`src/rtl/divider_arbiter.sv`:
```
// Round-robin arbiter/sequencer sharing one iterative divider among NUM_REQ requesters.
// Optional watchdog in WAIT enabled by defining DIV_TIMEOUT_EN.
module divider_arbiter #(
  parameter int DATA_WIDTH     = 32,
  parameter int NUM_REQ        = 4,
  parameter int TIMEOUT_CYCLES = 64
) (
  input  logic                          clk,
  input  logic                          rst,
  input  logic [NUM_REQ-1:0]            req,
  input  logic [NUM_REQ*DATA_WIDTH-1:0] req_dividend,
  input  logic [NUM_REQ*DATA_WIDTH-1:0] req_divisor,
  output logic [NUM_REQ-1:0]            ack,
  output logic [DATA_WIDTH-1:0]         rsp_quotient,
  output logic [DATA_WIDTH-1:0]         rsp_remainder,
  output logic                          rsp_overflow,
  output logic                          div_start,
  output logic [DATA_WIDTH-1:0]         div_dividend,
  output logic [DATA_WIDTH-1:0]         div_divisor,
  input  logic [DATA_WIDTH-1:0]         div_quotient,
  input  logic [DATA_WIDTH-1:0]         div_remainder,
  input  logic                          div_overflow,
  input  logic                          div_done,
  output logic                          busy,
  output logic                          timeout_err
);

  localparam int IW = $clog2(NUM_REQ);

  if (NUM_REQ < 2 || NUM_REQ > 8 || TIMEOUT_CYCLES < 1) begin : g_param_check
    $error("divider_arbiter: parameter out of range");
  end

  typedef enum logic [1:0] {IDLE, ISSUE, WAIT, RESP} state_t;

  state_t          state;
  logic [IW-1:0]   last;
  logic [IW-1:0]   gnt;
  logic [IW-1:0]   pick;
  logic            pick_valid;
  logic [NUM_REQ-1:0] pick_onehot;
  logic [NUM_REQ-1:0] gnt_onehot;
  logic [DATA_WIDTH-1:0] dvd_arr [NUM_REQ];
  logic [DATA_WIDTH-1:0] dvs_arr [NUM_REQ];
  logic [DATA_WIDTH-1:0] sel_dvd;
  logic [DATA_WIDTH-1:0] sel_dvs;
  logic            expire;

  for (genvar k = 0; k < NUM_REQ; k++) begin : g_unpack
    assign dvd_arr[k] = req_dividend[k*DATA_WIDTH +: DATA_WIDTH];
    assign dvs_arr[k] = req_divisor[k*DATA_WIDTH +: DATA_WIDTH];
  end

  // Search starts just after the previous winner and wraps around.
  always_comb begin
    pick_valid = 1'b0;
    pick       = '0;
    for (int unsigned i = 1; i <= NUM_REQ; i++) begin
      if (!pick_valid && req[IW'((32'(last) + i) % NUM_REQ)]) begin
        pick_valid = 1'b1;
        pick       = IW'((32'(last) + i) % NUM_REQ);
      end
    end
  end

  assign sel_dvd     = dvd_arr[pick];
  assign sel_dvs     = dvs_arr[pick];
  assign pick_onehot = NUM_REQ'(1) << pick;
  assign gnt_onehot  = NUM_REQ'(1) << gnt;

`ifdef DIV_TIMEOUT_EN
  localparam int TW = $clog2(TIMEOUT_CYCLES + 1);
  logic [TW-1:0] wait_cnt;

  // Held at zero outside WAIT, so it restarts on every entry to WAIT.
  always_ff @(posedge clk) begin
    if (rst || state != WAIT) wait_cnt <= '0;
    else                      wait_cnt <= wait_cnt + TW'(1);
  end

  assign expire = (state == WAIT) && (wait_cnt == TW'(TIMEOUT_CYCLES - 1));
`else
  assign expire = 1'b0;
`endif

  always_ff @(posedge clk) begin
    if (rst) begin
      state         <= IDLE;
      last          <= IW'(NUM_REQ - 1);
      gnt           <= '0;
      ack           <= '0;
      rsp_quotient  <= '0;
      rsp_remainder <= '0;
      rsp_overflow  <= 1'b0;
      div_start     <= 1'b0;
      div_dividend  <= '0;
      div_divisor   <= '0;
      busy          <= 1'b0;
      timeout_err   <= 1'b0;
    end else begin
      ack       <= '0;
      div_start <= 1'b0;
      case (state)
        IDLE: begin
          if (pick_valid) begin
            gnt          <= pick;
            div_dividend <= sel_dvd;
            div_divisor  <= sel_dvs;
            busy         <= 1'b1;
            if (sel_dvs == '0) begin
              rsp_quotient  <= '0;
              rsp_remainder <= sel_dvd;
              rsp_overflow  <= 1'b1;
              ack           <= pick_onehot;
              state         <= RESP;
            end else begin
              div_start <= 1'b1;
              state     <= ISSUE;
            end
          end
        end
        ISSUE: state <= WAIT;
        WAIT: begin
          if (div_done) begin
            rsp_quotient  <= div_quotient;
            rsp_remainder <= div_remainder;
            rsp_overflow  <= div_overflow;
            ack           <= gnt_onehot;
            state         <= RESP;
          end else if (expire) begin
            rsp_quotient  <= '0;
            rsp_remainder <= '0;
            rsp_overflow  <= 1'b1;
            timeout_err   <= 1'b1;
            ack           <= gnt_onehot;
            state         <= RESP;
          end
        end
        RESP: begin
          last  <= gnt;
          busy  <= 1'b0;
          state <= IDLE;
        end
        default: state <= IDLE;
      endcase
    end
  end

endmodule

```
`config.mk`:
```
export PLATFORM = sky130hd
export DESIGN_NAME = divider_arbiter
export DESIGN_NICKNAME = d
export VERILOG_FILES = /design/src/rtl/divider_arbiter.sv
export SDC_FILE = /design/constraint.sdc
export NUM_CORES = 1
export LEC_CHECK = 0
export ABC_AREA = 1
export ABC_CLOCK_PERIOD_IN_PS = 5800
export BUFFER_PORTS_ARGS = -buffer_cell sky130_fd_sc_hd__buf_2
export CORE_AREA = 2 2 180 182
export CTS_BUF_LIST = sky130_fd_sc_hd__clkbuf_16
export CTS_CLUSTER_DIAMETER = 100
export DETAILED_ROUTE_END_ITERATION = 8
export DIE_AREA = 0 0 182 184
export SYNTH_ARGS = -nofsm -noshare
export SYNTH_HDL_FRONTEND = slang
export SYNTH_SLANG_ARGS = --single-unit
```
`constraint.sdc`:
```
create_clock -name clk -period 5.8 [get_ports clk]
set_input_delay 0.87 -clock clk [delete_from_list [all_inputs] [get_ports clk]]
set_output_delay 0.87 -clock clk [all_outputs]
set_load 0.01 [all_outputs]
```
Yosys cells after proc, flatten, opt, wreduce, memory -nomap -nowiden
Cells that the tools add are included.
{ "classes": {"addsub": 4, "magnitude_cmp": 5, "eq_ne": 6, "shift": 2, "muxes": 45, "bitwise": 3, "n_reduce_logical": 15} }
{ "op_table": {"columns": ["op", "n"], "rows": [
  ["32-bit two-way mux", 10],
  ["32-bit binary-select mux with 2-bit select", 2],
  ["32-bit case mux with 2 select lines", 2],
  ["32-bit zero test", 1],
  ["2-bit two-way mux", 7],
  ["1-bit two-way mux", 13],
  ["2-bit by 3-bit less-than comparator with 1-bit output (second input constant)", 4],
  ["4-bit two-way mux", 3],
  ["1-bit binary-select mux with 2-bit select", 4],
  ["2-bit case mux with 4 select lines", 1],
  ["4-bit case mux with 2 select lines", 1],
  ["1-bit by 2-bit left shift with 4-bit output (first input constant)", 2],
  ["2-bit != test (second input constant)", 3],
  ["2-bit AND reduction", 3],
  ["2-bit by 1-bit adder with 2-bit output (second input constant)", 2],
  ["2-bit adder (second input constant)", 2],
  ["2-bit == test (second input constant)", 2],
  ["1-bit case mux with 2 select lines", 2],
  ["4-bit AND reduction", 1],
  ["2-bit nonzero test", 2],
  ["3-bit >= comparator (second input constant)", 1],
  ["1-bit logical AND", 3],
  ["1-bit zero test", 3],
  ["2-bit NOT with 3-bit output", 1],
  ["4 further kinds", 5]
]} }
{ "totals": {"reg_bits": 141, "out_inout_bits": 136} }

Depth between registers and ports, before layout
Gate-level depths: netlist of run 1.
{ "depth": {"ltp_word": 21, "mapped_depth": 26, "ltp_nobuf": 23} }

Worst setup path after synthesis of run 1
Ideal clock, no wire load.
{ "synth_path": {"path_type": "input to register", "from": "input req[2]", "to": "register rsp_quotient[17]", "t_arrival_ns": 2.912, "required_time_ns": 5.687, "path_slack_ns": 2.775, "cell_stages": 23, "n_path_buf": 3, "cell_sequence": "nand2_1 -> nand2_1 -> nand2_1 -> nand2_1 -> inv_2 -> nand2_1 -> nand2_1 -> nand3_2 -> buf_4 -> buf_2 -> nand2_1 -> nand2_1 -> nand2_1 -> nand2_1 -> nor2_1 -> nand2_1 -> nor2_1 -> nand2_1 -> o21ai_4 -> nand2_2 -> clkbuf_1 -> nor2_1 -> nor2_1"} }
{ "synth_between": {"elab_chain_len": 19, "elab_cells_between_ends": 30, "cone_classes": "2 x eq/ne; 19 x mux; 1 x bitwise; 8 x reduce/logical"} }
{ "synth_rtl": {"columns": ["element", "line", "text"], "rows": [
  ["start: declaration", "10", "input logic [NUM_REQ-1:0] req,"],
  ["1-bit binary-select mux with 2-bit select", "59", "if (!pick_valid && req[IW'((32'(last) + i) % NUM_REQ)]) begin"],
  ["1-bit two-way mux (not written as such)", "59", null],
  ["1-bit two-way mux", "59", null],
  ["1-bit zero test", "59", null],
  ["1-bit logical AND", "59", null],
  ["1-bit two-way mux", "59", null],
  ["1-bit zero test", "59", null],
  ["1-bit logical AND", "59", null],
  ["[2 not listed]", null, null],
  ["1-bit logical AND", "59", null],
  ["2-bit two-way mux", "59", null],
  ["2-bit NOT with 3-bit output (not written as such)", "67", "assign sel_dvs = dvs_arr[pick];"],
  ["32-bit binary-select mux with 2-bit select", "67", null],
  ["32-bit two-way mux (not written as such) (2 in series)", "67", null],
  ["32-bit zero test", "110", "if (sel_dvs == '0) begin"],
  ["2-bit != test (no line)", null, null],
  ["4-bit AND reduction (no line) *", null, null],
  ["end signal: assignment", "125", "rsp_quotient <= div_quotient;"],
  ["end: declaration", "14", "output logic [DATA_WIDTH-1:0] rsp_quotient,"]
]} }
Every way passes the cells marked *; elsewhere a longest branch is shown, timed or not. The select of a mux whose other input is x is not followed.
A chain may end at the register's enable or synchronous reset.

Worst setup path in the final report of run 1
{ "layout_path": {"from": "register last[0]", "to": "register rsp_quotient[27]"} }
{ "layout_between": {"elab_chain_len": 20, "elab_cells_between_ends": 34, "cone_classes": "4 x add/sub; 2 x eq/ne; 19 x mux; 1 x bitwise; 8 x reduce/logical"} }
{ "layout_rtl": {"columns": ["element", "line", "text"], "rows": [
  ["start: declaration", "37", "logic [IW-1:0] last;"],
  ["start signal: assignment", "89", "last <= IW'(NUM_REQ - 1);"],
  ["start signal: assignment", "140", "last <= gnt;"],
  ["2-bit by 1-bit adder with 2-bit output", "59, 61", null],
  ["1-bit binary-select mux with 2-bit select", "59", null],
  ["1-bit two-way mux (not written as such)", "59", null],
  ["1-bit two-way mux", "59", null],
  ["1-bit zero test", "59", null],
  ["1-bit logical AND", "59", null],
  ["1-bit two-way mux", "59", null],
  ["1-bit zero test", "59", null],
  ["[3 not listed]", null, null],
  ["1-bit logical AND", "59", null],
  ["2-bit two-way mux", "59", null],
  ["2-bit NOT with 3-bit output (not written as such)", "67", null],
  ["32-bit binary-select mux with 2-bit select", "67", null],
  ["32-bit two-way mux (not written as such) (2 in series)", "67", null],
  ["32-bit zero test", "110", null],
  ["2-bit != test (no line)", null, null],
  ["4-bit AND reduction (no line) *", null, null]
]} }
Marks and branches as above.

==> results of run 1 <==
==> per-stage QoR <==
step	setup slack, ns	instance area (sq um)	power (uW)
2_1_floorplan	2.775	8467	4774
3_3_place_gp	1.230	11010	6323
3_5_place_dp	1.124	11010	6388
4_1_cts	1.420	11580	7499
5_1_grt	0.8681	11590	8163
6_report	1.419	11590	7424
==> registers in the layout (all words and copies together), names as in the netlist <==
register and cells:
gnt 2, div_start 1, div_dividend 32, busy 1
rsp_overflow 1, rsp_remainder 32, div_divisor 32, last 2
state 2, ack 4, rsp_quotient 32
==> path summary, 6_finish.rpt <==
check	from	to	slack [ns]	cells after the start
worst max-delay path	last[0]	rsp_quotient[27]	1.42	21
worst min-delay path	rsp_remainder[30]	rsp_remainder[30]	0.48	2
worst max register to register	last[0]	rsp_quotient[27]	1.42	21
worst min register to register	rsp_remainder[30]	rsp_remainder[30]	0.48	2
==> cell type report <==
| class | instances | area, sq um |
|---|---|---|
| sequential | 141 | 2823 |
| tap | 402 | 503.0 |
| inverter | 107 | 404.1 |
| clock buffer | 17 | 425.4 |
| multi-input combinational | 1090 | 4820 |
| timing repair buffer | 478 | 2457 |
| antenna | 4 | 10.01 |
| fill | 3515 | 19800 |
| clock inverter | 15 | 150.1 |
==> worst min-delay path, cell delays in order, from the launching register on <==
cell and delay (ns):
dfxtp_1 0.32, a21oi_1 0.04, nor2_1 0.08
==> per-layer routing <==
layer	GRT usage (%)	wire length, microns	share of wire, %	vias to the layer above
met2	35.04	17250	47	444
met3	4.556	2639	7.1	50
met1	27.47	16330	44	4777
met5	0	16	0.043	-
li1	-	-	-	5323
met4	5.935	725	2.0	2
==> placed cells by master (no fill, tap or decap), types with 2 or more instances in the layout <==
cell,count
inv_2,7
buf_4,14
a21oi_1,63
buf_12,2
nand3_2,2
dfxtp_1,141
diode_2,4
nor2_1,230
mux2i_1,32
ha_1,2
nand2_2,3
inv_6,5
o21ai_0,69
nand3b_1,2
buf_2,462
nor3_1,2
inv_1,99
nand3_1,135
nand4_1,33
clkbuf_16,17
clkinv_8,2
nor2_2,2
nand2_1,507
clkinvlp_4,2
inv_8,4
==> logic make-up after synthesis <==
| group | Yosys count | share of synthesized area (%) |
|---|---|---|
| compound gates | 138 | 8.379 |
| buf+inv | 209 | 10.11 |
| fa+ha+maj | 3 | 0.4434 |
| mux | 32 | 3.783 |
| flops | 141 | 33.34 |
| simple gates | 916 | 43.90 |
| other cells | 1 | 0.04429 |
==> power by group through the flow <==
stage	Clock (uW)	Combinational, uW	Sequential (uW)
final	1080	4780	1560
after global routing	1160	5400	1600
after CTS	1120	4820	1560
after detailed placement	0	4810	1580
after global placement	0	4760	1570
after floorplan	0	3050	1720
==> impl_metrics.tcl, run 1 <==
set metrics [dict create \
    status "finished clean" \
    netSwitchingPower_uw 4000 \
    row_count 65 \
    power_leakage_uw 0.006602 \
    tns_ns 0 \
    yosys.area.top_type "dfxtp_1" \
    fin_crit_sh_pct 75.53 \
    layout-area-overhead-vs-synth_pct 36.91 \
    syn_nets 1771 \
    wire_per_inst_microns 16.40 \
    ys_warn_count 0 \
    tightest_slew_ns 1.216 \
    grt_start_max_net_pins 96 \
    grt_pass1_wl_mm 54.52 \
    worstPathMaxFanout 38 \
    cts_resized 0 \
    ys_ff_latch 141 \
    start_kind "flop" \
    die-width_microns 182 \
    worst-setup-path-type "reg -> reg" \
    dp_hpwl_mm 28.27 \
    p_comb_share_pct 64.4 \
    vias_per_cell 4.701 \
    seq_area_frac_synth_pct 33.34 \
    yosysMostFrequentCell "nand2_1" \
    fin_util_pct 36.93 \
    ctsRootBufferMaster "clkbuf_16" \
    power_frac_clock_pct 14.6 \
    final_nets 2166 \
    critical-path-max-stage-delay_ns 0.70 \
    insertion_delay_ns 0.42 \
    synthFlopType "dfxtp_1" \
    antenna_found_initial 5 \
    drive_gt1_share_pct 28.57 \
    crit_path_end_kind "flop" \
    hp-class "reg -> reg" \
    final_max_slew_viol_count 0 \
    synth-edff-count 0 \
    grt_overflow 0 \
    period_minus_slack_ns 4.381 \
    drc 0 \
    fin_skew_ns 0.008395 \
    internal-power_uw 3424 \
    setup_violations 0 \
    seq_power_share_pct 21.0 \
    grt_pass1_vias 9613 \
    cp_cell_sequence "inv_4, nand2_1, nand2_1, nand2_1, nand2_1, inv_2, nand2_1, nand2_1, nand2_1, nand3_1, nand2_1, nand2_1, nand2_1, nor2_1, nand2_1, nor2_1, nand2_1, o21ai_4, nand2_2, nor2_1, nor2_1" \
    synthCells 1440 \
    syn_area_sq_mm 0.008467 \
    cts_max_level 4 \
    switching_share_pct 53.88 \
    cts_setup_buffers 0 \
    drt_iter0_drc 639 \
    io-pin-count 464 \
    vias 10600 \
    ant_nets 0 \
    start_util_pct 26.97 \
    ys_async_sr_fraction_pct 0 \
    powerDensity_mw_per_mm2 640.4 \
    dp_cells 2218 \
    netlist.area_leader.share_pct 33.34 \
    fmax_ghz 0.2283 \
    fin_cells 2254 \
    hold_viol 0 \
    numCtsBuffers 17 \
    port_buffers 462 \
    slowest_stage "nand2_1" \
    rsz0062_at_grt "no" \
    synth_commonest_cells "nand2_1, nor2_1, dfxtp_1, nand3_1, inv_1" \
    avgSynthCellArea_sq_um 5.880 \
    place_congestion 0.9074 \
    slew_headroom_pct 18.72 \
    die-area_sq_mm 0.03349 \
    die-height_microns 184 \
    irDropWorstVdd_mv 0.3568 \
    crit_required_ns 6.11 \
    drt-total-wl_mm 36.97 \
    clock-sinks 141 \
    cts_tree "done" \
    maxCapViolCount 0 \
    core_area_sq_mm 0.03139 \
    holdWs_ns 0.4762 \
    clockBufferDepth 2 \
    ys_types 29 \
    dr.pass1.iters 6 \
    cp_common_cell "nand2_1" \
    ys_top_cells_by_area "dfxtp_1, nand2_1, nor2_1, nand3_1, inv_1" \
    path_buf_inv 2 \
    grt_usage_pct 21.06 \
    arrival_ns 4.69 \
    crit_family "simple AND/OR/NAND/NOR gates" \
    clk_pin_slew_ns 0.07 \
    cts_hold_buffers 0 \
]
No activity file was read; power rests on OpenSTA's default activity.
==> run 2, diff against run 1 <==
- ABC_AREA: 1 -> 0
- ABC_CLOCK_PERIOD_IN_PS: 5800 -> 3800
- CORE_AREA: 2 2 180 182 -> 2 2 181 183
- DIE_AREA: 0 0 182 184 -> 0 0 183 185
- clock period: 5.8 -> 3.8 ns (I/O delays scaled with it)
==> run 2 against run 1 <==
Compared with the run above:
- wire length fell by 14%
- first-iteration DRC count decreased by 24%
- count of clock-buffer cells in the layout did not move
- sequential power is 13% higher
- clock skew grew 0.0057 ns
- register-to-register slack worse by 1.3 ns
- largest power group unchanged
==> impl_metrics.tcl, run 2 <==
set metrics [dict create \
    fin_skew_ns 0.01414 \
    vias_per_cell 4.809 \
    ys_ff_latch 141 \
    ctsRootBufferMaster "clkbuf_16" \
    cp_common_cell "buf_4" \
    syn_nets 1116 \
    netlist.area_leader.share_pct 40.37 \
    drt-total-wl_mm 31.89 \
    ys_top_cells_by_area "dfxtp_1, nand2_1, mux4_2, a21oi_1, a221o_1" \
    final_max_slew_viol_count 0 \
    final_nets 1582 \
    io-pin-count 464 \
    ff2ff_setup_slack_ns 0.12 \
    synthFlopType "dfxtp_1" \
    ant_nets 0 \
    grt_pass1_vias 7450 \
    drt_iter0_drc 488 \
    start_util_pct 21.83 \
    synthCells 785 \
    fin_crit_sh_pct 96.79 \
    fmax_ghz 0.2719 \
    grt_usage_pct 17.42 \
    dr.pass1.iters 4 \
    tightest_slew_ns 0.9391 \
    insertion_delay_ns 0.42 \
    synth_commonest_cells "nand2_1, dfxtp_1, a21oi_1, clkbuf_1, a31oi_1" \
    crit_path_end_kind "flop" \
    port_buffers 462 \
    clock-sinks 141 \
    synth-edff-count 0 \
    numCtsBuffers 17 \
    crit_required_ns 4.10 \
    final_cell_mix "buf_2, nand2_1, dfxtp_1" \
    syn_area_sq_mm 0.006993 \
    status "finished clean" \
    yosysMostFrequentCell "nand2_1" \
    setup_violations 0 \
    die-height_microns 185 \
    drc 0 \
    cts_max_level 4 \
    hp-class "in -> reg" \
    die-width_microns 183 \
    core_area_sq_mm 0.03204 \
    hold_viol 0 \
    cp_cell_sequence "nand2b_4, o21ai_2, a221oi_4, buf_4, clkbuf_16, buf_4, mux4_2, nor4_2, nand2_1, o41ai_4, buf_4, a31oi_4, buf_12, clkbuf_16, a221o_1" \
    powerDensity_mw_per_mm2 477.1 \
    vias 8045 \
    arrival_ns 3.98 \
    start_kind "flop" \
    grt_start_max_net_pins 67 \
    grt_overflow 0 \
    critical-path-max-stage-delay_ns 0.51 \
    ys_warn_count 0 \
    clockBufferDepth 2 \
    drive_gt1_share_pct 47.78 \
    clk_pin_slew_ns 0.07 \
    dp_hpwl_mm 24.16 \
    fin_ws_ns 0.1221 \
    row_count 66 \
    ys_async_sr_fraction_pct 0 \
    power_leakage_uw 0.005228 \
    irDropWorstVdd_mv 0.2722 \
    grt_pass1_wl_mm 44.57 \
    slowest_stage "mux4_2" \
    ys_types 44 \
    cts_hold_buffers 0 \
    layout_commonest_cell "buf_2" \
    worstPathMaxFanout 7 \
    avgSynthCellArea_sq_um 8.908 \
    antenna_found_initial 1 \
    wire_per_inst_microns 19.06 \
    period_minus_slack_ns 3.678 \
    seq_area_frac_synth_pct 40.37 \
    tns_ns 0 \
    maxCapViolCount 0 \
    nFillCells 3390 \
    cts_tree "done" \
    worst-setup-path-type "reg -> reg" \
    place_congestion 1.069 \
    dp_slack_ns -0.1854 \
    layout-area-overhead-vs-synth_pct 54.39 \
    yosys.area.top_type "dfxtp_1" \
    die-area_sq_mm 0.03386 \
    slew_headroom_pct 37.26 \
]
==> run 2: report_power, final <==
group	switching (uW)	internal, uW
logic	1020	750
clock network	714	912
registers	96.2	1660
==> run 2: metrics by stage <==
step                      area (sq um)  utilization [%]  instances  power (uW)  hold slack, ns
after global placement            9942            31.03       1623        3427          0.4401
after CTS                        10510            32.79       1655        5100          0.3488
after global routing             10800            33.70       1673        5454          0.3450
after detailed placement          9942            31.03       1623        3445          0.4431
after floorplan                   6993                -        785        2688          0.4697
final                            10800            33.70       1673        5151          0.3696
==> run 2: worst paths after layout <==
kind	startpoint	to	depth (start not counted)
setup reg to reg	last[0]	rsp_remainder[30]	15
hold reg to reg	div_divisor[0]	div_divisor[0]	2
setup / recovery	last[0]	rsp_remainder[30]	15
hold / removal	div_quotient[6]	rsp_quotient[6]	2
==> run 2: what timing repair did <==
item / CTS / global route
setup buffers: 0 / 11
setup endpoints to repair: 0 / 61
endpoints found under the hold margin: 0 / 0
gates resized for setup: 0 / 9
==> run 2: area by class of cell <==
class / instances / area, sq um / share of cell area (%)
diodes: 1 / 2.502 / 0.02318
well taps: 408 / 510.5 / 4.728
inverters: 4 / 15.01 / 0.1391
clock inverters: 15 / 138.9 / 1.286
repair buffers: 521 / 2987 / 27.66
multi-input cells: 566 / 3895 / 36.08
clock buffers: 17 / 425.4 / 3.940
flip-flops and latches: 141 / 2823 / 26.14
==> run 2: cells by family after synthesis <==
kind of cell	after synthesis	synth area share [%]
flops	141	40.37
fa+ha+maj	3	0.5368
compound gates	217	22.81
other cells	1	0.05363
simple gates	312	20.27
buf+inv	78	5.511
mux	33	10.45
==> run 2: worst max-delay path: cells and delay by family (launching register included) <==
family                 cells  cell delay (ns)
AO/OA/AOI/OAI              5             1.04
buffers and inverters      6             1.01
AND/OR/NAND/NOR            3             0.61
multiplexers               1             0.51
flip-flops                 1             0.38
==> run 2: metal layers <==
metal | global-route usage [%] | part of all wire, % | up-vias
li1 | - | - | 3803
met1 | 22.97 | 44 | 3855
met2 | 27.73 | 47 | 340
met3 | 4.738 | 7.2 | 47
met4 | 5.280 | 2.1 | 0
met5 | 0.5926 | 0 | -
